<file path="config.mk">
export PLATFORM = sky130hd
export DESIGN_NAME = sc_dot_accum
export DESIGN_NICKNAME = d
export VERILOG_FILES = /design/src/rtl/sc_pkg.sv /design/src/rtl/sc_sat_add.sv /design/src/rtl/sc_dot_accum.sv
export SDC_FILE = /design/constraint.sdc
export NUM_CORES = 1
export LEC_CHECK = 0
export ABC_AREA = 1
export CORE_ASPECT_RATIO = 0.7
export CORE_UTILIZATION = 40
export CTS_BUF_LIST = sky130_fd_sc_hd__clkbuf_8 sky130_fd_sc_hd__clkbuf_16
export DETAILED_ROUTE_END_ITERATION = 8
export PLACE_DENSITY = 0.69
export SLEW_MARGIN = 25
export SYNTH_ARGS = -nofsm -noshare
export SYNTH_HDL_FRONTEND = slang
export SYNTH_SLANG_ARGS = --single-unit
</file>
<file path="constraint.sdc">
create_clock -name clk -period 2.6 [get_ports clk]
set_input_delay 0.39 -clock clk [delete_from_list [all_inputs] [get_ports clk]]
set_output_delay 0.39 -clock clk [all_outputs]
set_load 0.03 [all_outputs]
</file>
<file path="src/rtl/sc_pkg.sv">
// Shared stochastic-computing definitions so the multiplier
// and the accumulator lane agree on product width and stream length.
package sc_pkg;

  localparam int SC_PROD_WIDTH    = 5;
  localparam int SC_STREAM_LENGTH = 16;

  typedef enum logic [1:0] {
    IDLE,
    ACCUM,
    HOLD
  } sc_state_e;

endpackage

</file>
<file path="src/rtl/sc_sat_add.sv">
// Combinational saturating adder: unsigned accumulator plus a
// zero-extended product, clamped at the accumulator's full scale.
module sc_sat_add #(
  parameter int ACC_WIDTH  = 12,
  parameter int PROD_WIDTH = 5
) (
  input  logic [ACC_WIDTH-1:0]  acc_i,
  input  logic [PROD_WIDTH-1:0] add_i,
  output logic [ACC_WIDTH-1:0]  sum_o,
  output logic                  ovf_o
);

  localparam int RW = ACC_WIDTH + 1;

  logic [RW-1:0] raw;

  // One guard bit is enough while the product is no wider than acc
  assign raw   = {1'b0, acc_i} + RW'(add_i);
  assign ovf_o = raw[ACC_WIDTH];
  assign sum_o = ovf_o ? '1 : raw[ACC_WIDTH-1:0];

endmodule

</file>
<file path="src/rtl/sc_dot_accum.sv">
// Reduction stage of an SC MAC lane: sums a programmed number of
// product counts into one saturating dot-product result.
module sc_dot_accum
  import sc_pkg::*;
#(
  parameter int PROD_WIDTH = SC_PROD_WIDTH,
  parameter int ACC_WIDTH  = 12,
  parameter int MAX_TERMS  = SC_STREAM_LENGTH,
  parameter int CNT_WIDTH  = 5
) (
  input  logic                  clk,
  input  logic                  rst,
  input  logic                  start,
  input  logic [CNT_WIDTH-1:0]  cfg_terms,
  input  logic                  prod_valid,
  output logic                  prod_ready,
  input  logic [PROD_WIDTH-1:0] prod_data,
  output logic                  res_valid,
  input  logic                  res_ready,
  output logic [ACC_WIDTH-1:0]  res_data,
  output logic                  res_sat,
  output logic                  busy
);

  localparam logic [CNT_WIDTH-1:0] MAX_C = CNT_WIDTH'(MAX_TERMS);

  sc_state_e             state_q, state_d;
  logic [ACC_WIDTH-1:0]  acc_q, acc_d;
  logic [CNT_WIDTH-1:0]  count_q, count_d;
  logic [CNT_WIDTH-1:0]  terms_q, terms_d;
  logic [ACC_WIDTH-1:0]  res_q, res_d;
  logic                  sat_q, sat_d;

  logic [ACC_WIDTH-1:0]  sum;
  logic                  ovf;
  logic [CNT_WIDTH-1:0]  count_inc;

  sc_sat_add #(
    .ACC_WIDTH  (ACC_WIDTH),
    .PROD_WIDTH (PROD_WIDTH)
  ) u_add (
    .acc_i (acc_q),
    .add_i (prod_data),
    .sum_o (sum),
    .ovf_o (ovf)
  );

  assign count_inc = count_q + CNT_WIDTH'(1);

  always_comb begin
    state_d = state_q;
    acc_d   = acc_q;
    count_d = count_q;
    terms_d = terms_q;
    res_d   = res_q;
    sat_d   = sat_q;
    unique case (state_q)
      IDLE: begin
        if (start) begin
          terms_d = (cfg_terms > MAX_C) ? MAX_C : cfg_terms;
          acc_d   = '0;
          count_d = '0;
          sat_d   = 1'b0;
          if (cfg_terms == '0) begin
            state_d = HOLD;
            res_d   = '0;
          end else begin
            state_d = ACCUM;
          end
        end
      end
      ACCUM: begin
        if (prod_valid) begin
          acc_d   = sum;
          count_d = count_inc;
          if (ovf) sat_d = 1'b1;
          // Final beat publishes the sum on the same edge
          if (count_inc == terms_q) begin
            state_d = HOLD;
            res_d   = sum;
          end
        end
      end
      HOLD: begin
        if (res_ready) state_d = IDLE;
      end
      default: state_d = IDLE;
    endcase
  end

  always_ff @(posedge clk or posedge rst) begin
    if (rst) begin
      state_q <= IDLE;
      acc_q   <= '0;
      count_q <= '0;
      terms_q <= '0;
      res_q   <= '0;
      sat_q   <= 1'b0;
    end else begin
      state_q <= state_d;
      acc_q   <= acc_d;
      count_q <= count_d;
      terms_q <= terms_d;
      res_q   <= res_d;
      sat_q   <= sat_d;
    end
  end

  assign prod_ready = (state_q == ACCUM);
  assign res_valid  = (state_q == HOLD);
  assign busy       = (state_q != IDLE);
  assign res_data   = res_q;
  assign res_sat    = sat_q;

endmodule

</file>
==> results of run 1 <==
[cell usage in the layout (no fill, tap or decap), types with 2 or more instances in the layout]
cell type / instances
o22ai_1: 4
xnor2_1: 2
a21oi_1: 8
nand2_1: 102
o21ai_1: 3
buf_4: 4
nand3_1: 27
o21ai_0: 15
clkdlybuf4s50_1: 30
clkinv_2: 2
nand2_2: 6
nor2_1: 24
inv_2: 3
ha_1: 6
inv_1: 34
nand4_1: 5
clkbuf_8: 5
dfrtp_1: 37
nand3b_1: 2
xor2_1: 2
[worst max-delay path: cells and delay by family]
family	cells	cell delay, ps
simple gates	9	850
buf+inv	1	420
compound gates	1	80
fa+ha+maj	2	640
[sequential cells by signal, indices dropped and copies added (netlist names)]
name      count
acc_q        12
count_q       5
res_data     12
res_sat       1
state_q       2
terms_q       5
[logic make-up after synthesis]
family	count (synthesis)	synth area share [%]
AND/OR/NAND/NOR	172	34.6
AO/OA/AOI/OAI	35	9.44
flip-flops	37	42.6
buffers and inverters	40	7.42
XOR/XNOR	4	1.61
adder cells (fa/ha/maj)	7	4.37
[worst min path at each step]
stage | endpoint | depth (start not counted) | slack, ps
finish | res_data[8] | 2 | 480
global route | acc_q[3] | 2 | 510
CTS | res_data[4] | 2 | 490
detailed placement | res_data[4] | 2 | 460
global placement | res_data[2] | 2 | 460
floorplan | acc_q[3] | 2 | 450
[final cells by class]
cell class | instances | area, sq um
repair buffers | 34 | 330
fillers | 527 | 2580
clock inverters | 3 | 13.8
multi-input cells | 218 | 1090
flip-flops and latches | 37 | 926
well taps | 72 | 90.1
clock buffers | 5 | 68.8
inverters | 36 | 135
[layer usage]
layer | vias to the layer above | share of wire (%) | track usage (%)
met4 | 0 | 1.4 | 6.65
met2 | 61 | 40 | 28.3
li1 | 1018 | - | -
met5 | - | 0 | 0
met3 | 9 | 5.7 | 4.35
met1 | 894 | 52 | 28.0
[power by group through the flow]
stage                     Clock [mW]  Sequential [mW]  Combinational, mW
after floorplan                    0            0.933              0.954
after global placement             0            0.878               1.38
after detailed placement           0            0.884               1.40
after CTS                      0.398            0.875               1.41
after global routing           0.419            0.900               1.58
final                          0.388            0.874               1.40
[through the flow]
step / hold WS (ps) / utilization (%) / area [sq um] / setup WS [ps] / std cells
finish: 477 / 50.7 / 2650 / 408 / 405
global route: 506 / 50.7 / 2650 / 272 / 405
CTS: 487 / 50.7 / 2650 / 425 / 405
detailed placement: 462 / 49.1 / 2570 / 129 / 397
global placement: 464 / 49.1 / 2570 / 178 / 397
floorplan: 453 / - / 2170 / 669 / 295
==> results.yml, run 1 <==
detailed_routing:
  drt-total-wl_um: 4920
  num_vias: 1982
  wl_per_cell_um: 12.1
  vias_per_cell: 4.89
  drc_errors: 0
  drt_pre_antenna_iters: 4
  drt-initial-drc-count: 213
  ant_nets: 0
critical_path:
  path_common_cell: "nand2_1"
  crit_end: "acc_q[10]"
  crit_required_ps: 2780
  max_stage_delay_ps: 420
  timing.rr.end: "acc_q[10]"
  ff2ff_setup_slack_ps: 560
  setup.worst_path.start: "prod_data[0]"
  rr_worst_depth: 12
  worstSetupEndpointType: "register"
  slowest_stage: "clkdlybuf4s50_1"
  critPathArrivalTime_ps: 2370
  worstSetupPathType: "primary input to register"
  critPathLaunchType: "primary input"
  reg2reg_from: "acc_q[0]"
  critPathMaxFanout: 9
  worstPathCellList: "clkdlybuf4s50_1, ha_1, fa_1, nand3_1, nand3_1, nand2_1, nand2_1, nand2_2, nand2_1, nor2_1, nor2_1, nand2_1, o21ai_0"
worst_hold_path:
  hold_class: "register to register"
  hold_start: "res_data[8]"
yosys:
  synth_area_sq_um: 2170
  synthTopCellsByCount: "nand2_1, dfrtp_1, inv_1"
  yosys_warnings: 0
  synth_most_common_cell: "nand2_1"
  synth.largest_area_cell: "dfrtp_1"
  ys_ff_latch: 37
  synth.yosys.seq_area_share_pct: 42.6
  postSynthCellCount: 295
  async_flop_share_pct: 100
  synth-edff-count: 0
  synth_fp_nets: 317
  ys_types: 30
  synth_ff_type: "dfrtp_1"
  synth_area_leaders: "dfrtp_1, nand2_1, nand3_1"
  synth_top_cell_area_share_pct: 42.6
  synth_area_per_cell_sq_um: 7.37
outcome:
  status: "complete, no violations"
global_routing:
  grt_pass1_wl_um: 8640
  grt_pass1_vias: 1852
  antenna_found_initial: 0
  track_usage_pct: 19.4
  grt-ovfl-total: 0
  grt_max_degree: 38
power_and_ir_drop:
  p_sw_mw: 1.25
  p_seq_share_pct: 32.8
  power_density_nw_per_um2: 1000
  vdd_ir_drop_max_v: 0.000507
  total_power_mw: 2.66
  p_clk_share_pct: 14.6
  p_sw_share_pct: 46.8
  combPwrFrac_pct: 52.6
  leakage_nw: 1.33
  cell_internal_pwr_mw: 1.42
timing:
  worstMarginPinSlew_ps: 472
  max_freq_mhz: 456
  hold_viol: 0
  setup_tns_ps: 0
  finClkSkew_ps: 10.8
  rsz0062_at_grt: "false"
  slew_headroom_pct: 68.5
  fin_crit_sh_pct: 84.3
  finalCriticalPeriod_ps: 2190
  final-setup-viol-count: 0
  maxSlewViolCount: 0
cts:
  clk_pin_slew_ps: 80
  cts_hold_buf: 0
  clk-insertion-delay-late_ps: 300
  cts_made_buffers: 5
  cts_max_path_buffers: 2
  clockRootBuffer: "clkbuf_8"
  post_cts.repair.setup_buffers: 0
  cts.sinks: 37
  post_cts_resized: 0
  tritoncts: "done"
  htree_levels: 2
floorplan:
  die_h_um: 63.7
  io_pins: 31
  fp.coreArea_sq_um: 5230
  start_util_pct: 41.6
  rows: 22
  design.die.area_sq_um: 5740
  die_w_um: 90.1
flow_run:
  cap_violations: 0
place:
  numPortBuffers: 30
  gp_congestion: 0.892
  dp_hpwl_um: 3720
layout:
  drive_above_1_share_pct: 8.11
  fin_nets: 354
  area_delta_synth_final_pct: 21.9
  antenna_cells: 0
Note: power is estimated with default switching activity, not from simulation.
==> inputs of run 2 (changes only) <==
--- a/config.mk
+++ b/config.mk
@@ -10,7 +10,7 @@
 export CORE_UTILIZATION = 40
 export CTS_BUF_LIST = sky130_fd_sc_hd__clkbuf_8 sky130_fd_sc_hd__clkbuf_16
 export DETAILED_ROUTE_END_ITERATION = 8
-export PLACE_DENSITY = 0.69
+export PLACE_DENSITY = 0.71
 export SLEW_MARGIN = 25
 export SYNTH_ARGS = -nofsm -noshare
 export SYNTH_HDL_FRONTEND = slang
==> constraint.sdc (replaced) <==
create_clock -name clk -period 1.99 [get_ports clk]
set_input_delay 0.2985 -clock clk [delete_from_list [all_inputs] [get_ports clk]]
set_output_delay 0.2985 -clock clk [all_outputs]
set_load 0.03 [all_outputs]
==> results.yml, run 2 (same netlist as run 1, synthesis figures left out) <==
critical_path:
  worstSetupPathType: "register to register"
  crit_required_ps: 2170
  worstSetupEndpointType: "register"
  critPathLaunchType: "register"
  critPathMaxFanout: 7
  critPathArrivalTime_ps: 2090
flow_run:
  cap_violations: 0
timing:
  final-setup-viol-count: 0
  finClkSkew_ps: 6.15
  hold_viol: 0
  setup_tns_ps: 0
  rsz0062_at_grt: "true"
  finalCriticalPeriod_ps: 1900
  slew_headroom_pct: 67.9
  maxSlewViolCount: 0
  fin_crit_sh_pct: 95.6
  max_freq_mhz: 525
  whs_ps: 433
  worstMarginPinSlew_ps: 481
floorplan:
  design.die.area_sq_um: 5740
  start_util_pct: 41.6
  io_pins: 31
  die_h_um: 63.7
  rows: 22
  fp.coreArea_sq_um: 5230
  die_w_um: 90.1
detailed_routing:
  num_vias: 2112
  drc_errors: 0
  drt_pre_antenna_iters: 4
  drt-total-wl_um: 5500
  vias_per_cell: 4.96
  ant_nets: 0
  drt-initial-drc-count: 115
  wl_per_cell_um: 12.9
layout:
  fin_nets: 376
  layout_common_cells: "nand2_1, dfrtp_1, inv_1, clkdlybuf4s50_1"
  final_common_cell: "nand2_1"
  antenna_cells: 0
  area_delta_synth_final_pct: 33.7
  drive_above_1_share_pct: 18.9
  design_area_sq_um: 2910
place:
  gp_congestion: 0.864
  place_area_sq_um: 2670
  dp_hpwl_um: 3910
  numPortBuffers: 30
cts:
  clk_pin_slew_ps: 70
  clk-insertion-delay-late_ps: 290
  cts.sinks: 37
  tritoncts: "done"
  clockRootBuffer: "clkbuf_8"
  cts_max_path_buffers: 2
  htree_levels: 2
  cts_made_buffers: 5
outcome:
  status: "complete, no violations"
global_routing:
  grt_max_degree: 38
  grt-ovfl-total: 0
  grt_pass1_vias: 1953
  track_usage_pct: 19.9
  antenna_found_initial: 0
  grt_pass1_wl_um: 8930
power_and_ir_drop:
  vdd_ir_drop_max_v: 0.000799
  leakage_nw: 1.45
  power_density_nw_per_um2: 1370
worst_hold_path:
  hold_class: "primary input to asynchronous set/reset pin"
## run 2: cell count changes in the layout (fill, tap and decap cells not counted), sizes merged
cell,delta
nand3,+1
clkbuf,+1
nand2,+1
clkinv,-2
buf,+20
a21oi,+1
clkdlybuf4s50,-1
## run 2: final timing paths
kind                            cells past startpoint  slack (ps)           to         from
worst max-delay path                               12          90  res_data[1]   count_q[0]
worst min-delay path                                3         430   terms_q[2]          rst
worst max register to register                     12          90  res_data[1]   count_q[0]
worst min register to register                      2         480  res_data[3]  res_data[3]
max in group asynchronous                           3        1220     acc_q[5]          rst
min in group clk                                    2         480  res_data[3]  res_data[3]
## run 2: metal layers
| layer | wire, um | part of all wire (%) | track usage, % |
|---|---|---|---|
| met1 | 2850 | 52 | 28.0 |
| met2 | 2280 | 41 | 30.2 |
| met3 | 349 | 6.3 | 5.80 |
| met4 | 27 | 0.49 | 4.23 |
| met5 | 0 | 0 | 0 |
## run 2: cell type report
cell class / count / area, sq um
multi-input combinational: 221 / 1200
timing repair buffer: 53 / 470
tap: 72 / 90.1
sequential: 37 / 926
fill: 507 / 2320
clock buffer: 6 / 82.6
clock inverter: 1 / 3.75
inverter: 36 / 135
## run 2: worst max-delay path, cell delays in order, from the launching register on
cell and delay (ps):
dfrtp_1 410, ha_4 280, inv_2 30, nand2_1 40
nand2_1 50, nor2_1 110, nand3_1 120, nor2_2 160
nand3_4 140, nand2_4 140, nand3_4 150, nand2_2 120
nand2_2 40
## run 2: timing repair
item,4_1_cts,5_1_grt
setup buffers,0,5
pin swaps,0,13
gates cloned,1,2
hold buffers,0,0
resized for setup,5,20
endpoints found under the setup margin,14,21
## run 2: power breakdown
group	internal [mW]	total, mW	leakage (nW)	switching, mW
Sequential	0.974	1.14	0.488	0.167
Clock	0.270	0.531	0.0485	0.262
Combinational	0.899	2.30	0.913	1.40
Total	2.14	3.97	1.45	1.83
## run 2: stage by stage
| step | power (mW) | setup slack, ps | utilization [%] | std cells |
|---|---|---|---|---|
| finish | 3.97 | 87.0 | 55.6 | 426 |
| global route | 4.30 | -53.4 | 55.6 | 426 |
| CTS | 3.69 | 4.61 | 53.1 | 419 |
| detailed placement | 3.14 | -386 | 51.1 | 411 |
| global placement | 3.08 | -311 | 51.1 | 411 |
| floorplan | 2.47 | 95.2 | - | 295 |
==> inputs of run 3 (changes only) <==
--- a/config.mk
+++ b/config.mk
@@ -11,6 +11,7 @@
 export CTS_BUF_LIST = sky130_fd_sc_hd__clkbuf_8 sky130_fd_sc_hd__clkbuf_16
 export DETAILED_ROUTE_END_ITERATION = 8
 export PLACE_DENSITY = 0.71
+export REMOVE_ABC_BUFFERS = 1
 export SLEW_MARGIN = 25
 export SYNTH_ARGS = -nofsm -noshare
 export SYNTH_HDL_FRONTEND = slang
==> results.yml, run 3 (same netlist as run 1, synthesis figures left out) <==
detailed_routing:
  wl_per_cell_um: 13.0
  ant_nets: 0
  drc_errors: 0
  drt_pre_antenna_iters: 4
  drt-initial-drc-count: 105
  num_vias: 2122
  drt-total-wl_um: 5510
  vias_per_cell: 5.02
layout:
  layout_common_cells: "nand2_1, dfrtp_1, inv_1, clkdlybuf4s50_1, nand3_1"
  fin_util_pct: 55.2
  fin_nets: 373
  design_area_sq_um: 2890
  area_delta_synth_final_pct: 32.7
  final_common_cell: "nand2_1"
  antenna_cells: 0
  fin_cells: 423
  drive_above_1_share_pct: 19.4
timing:
  max_freq_mhz: 513
  whs_ps: 406
  rsz0062_at_grt: "true"
  hold_viol: 0
  setup_tns_ps: 0
  maxSlewViolCount: 0
  slew_headroom_pct: 68.1
  worstMarginPinSlew_ps: 478
  fin_crit_sh_pct: 97.9
  finClkSkew_ps: 8.10
  finalCriticalPeriod_ps: 1950
  setup_ws_ps: 41.7
  final-setup-viol-count: 0
power_and_ir_drop:
  total_power_mw: 4.01
  vdd_ir_drop_max_v: 0.000607
  leakage_nw: 1.43
  power_density_nw_per_um2: 1390
critical_path:
  worstPathCellList: "ha_4, inv_2, nand2_2, nand2_2, nor2_2, nand3_1, nor2_2, nand3_4, nand2_4, nand3_4, nand2_2, nand2_1"
  path_depth: 12
  path_common_cell: "nand2_2"
  ff2ff_setup_slack_ps: 40
  crit_required_ps: 2180
  critPathBufInv: 1
  slowest_stage: "dfrtp_2"
  timing.rr.end: "res_data[10]"
  crit_family: "simple AND/OR/NAND/NOR gates"
  max_stage_delay_ps: 450
  critPathLaunchType: "register"
  reg2reg_from: "count_q[1]"
  rr_worst_depth: 12
  critPathMaxFanout: 7
  worstSetupPathType: "register to register"
  critPathArrivalTime_ps: 2130
  worstSetupEndpointType: "register"
cts:
  clk_pin_slew_ps: 80
  htree_levels: 2
  cts_made_buffers: 5
  cts_max_path_buffers: 2
  clockRootBuffer: "clkbuf_8"
  tritoncts: "done"
  cts.sinks: 37
  clk-insertion-delay-late_ps: 300
place:
  gp_congestion: 0.841
  post-place-ws_ps: -344
  dpl.cell_count: 409
  dp_hpwl_um: 3820
  place_area_sq_um: 2660
  numPortBuffers: 30
global_routing:
  antenna_found_initial: 0
  grt-ovfl-total: 0
  grt_pass1_wl_um: 8830
  track_usage_pct: 19.2
  grt_max_degree: 38
  grt_pass1_vias: 1998
floorplan:
  fp.coreArea_sq_um: 5230
  rows: 22
  io_pins: 31
  start_util_pct: 41.6
  die_h_um: 63.7
  die_w_um: 90.1
  design.die.area_sq_um: 5740
flow_run:
  cap_violations: 0
outcome:
  status: "complete, no violations"
worst_hold_path:
  hold_class: "primary input to asynchronous set/reset pin"
==> run 3: how the worst max path moves through the flow <==
stage | startpoint | to | slack, ps
floorplan | acc_q[0] | acc_q[10] | 90
global placement | prod_data[0] | res_data[11] | -300
detailed placement | prod_data[0] | acc_q[10] | -340
CTS | prod_data[0] | res_data[0] | 9
global route | count_q[1] | res_data[3] | -50
finish | count_q[1] | res_data[10] | 40
==> run 3: cell type report <==
cell class / instances / area [sq um]
Fill cell: 519 / 2340
Multi-Input combinational cell: 221 / 1200
Timing Repair Buffer: 50 / 448
Inverter: 36 / 135
Clock inverter: 1 / 3.75
Clock buffer: 6 / 82.6
Sequential cell: 37 / 927
Tap cell: 72 / 90.1
==> run 3: what timing repair did <==
| item | in CTS | in global routing |
|---|---|---|
| gates cloned | 1 | 2 |
| hold buffers | 0 | 0 |
| resized for setup | 4 | 23 |
| pin swaps | 0 | 14 |
| endpoints found under the setup margin | 8 | 25 |
| setup buffers | 0 | 4 |
==> run 3: worst min-delay path, stage by stage <==
cell and delay, ps:
clkdlybuf4s50_1 390, inv_1 50, buf_4 400
==> run 3: layer usage <==
| metal | up-vias | share of wire (%) | global-route usage [%] |
|---|---|---|---|
| li1 | 1067 | - | - |
| met1 | 998 | 50 | 26.6 |
| met2 | 52 | 43 | 30.0 |
| met3 | 5 | 5.7 | 3.99 |
| met4 | 0 | 0.96 | 6.05 |
| met5 | - | 0 | 0 |
==> run 3: report_power, final <==
| group | switching (mW) | internal [mW] |
|---|---|---|
| Combinational | 1.41 | 0.904 |
| Clock | 0.273 | 0.270 |
| Sequential | 0.179 | 0.976 |
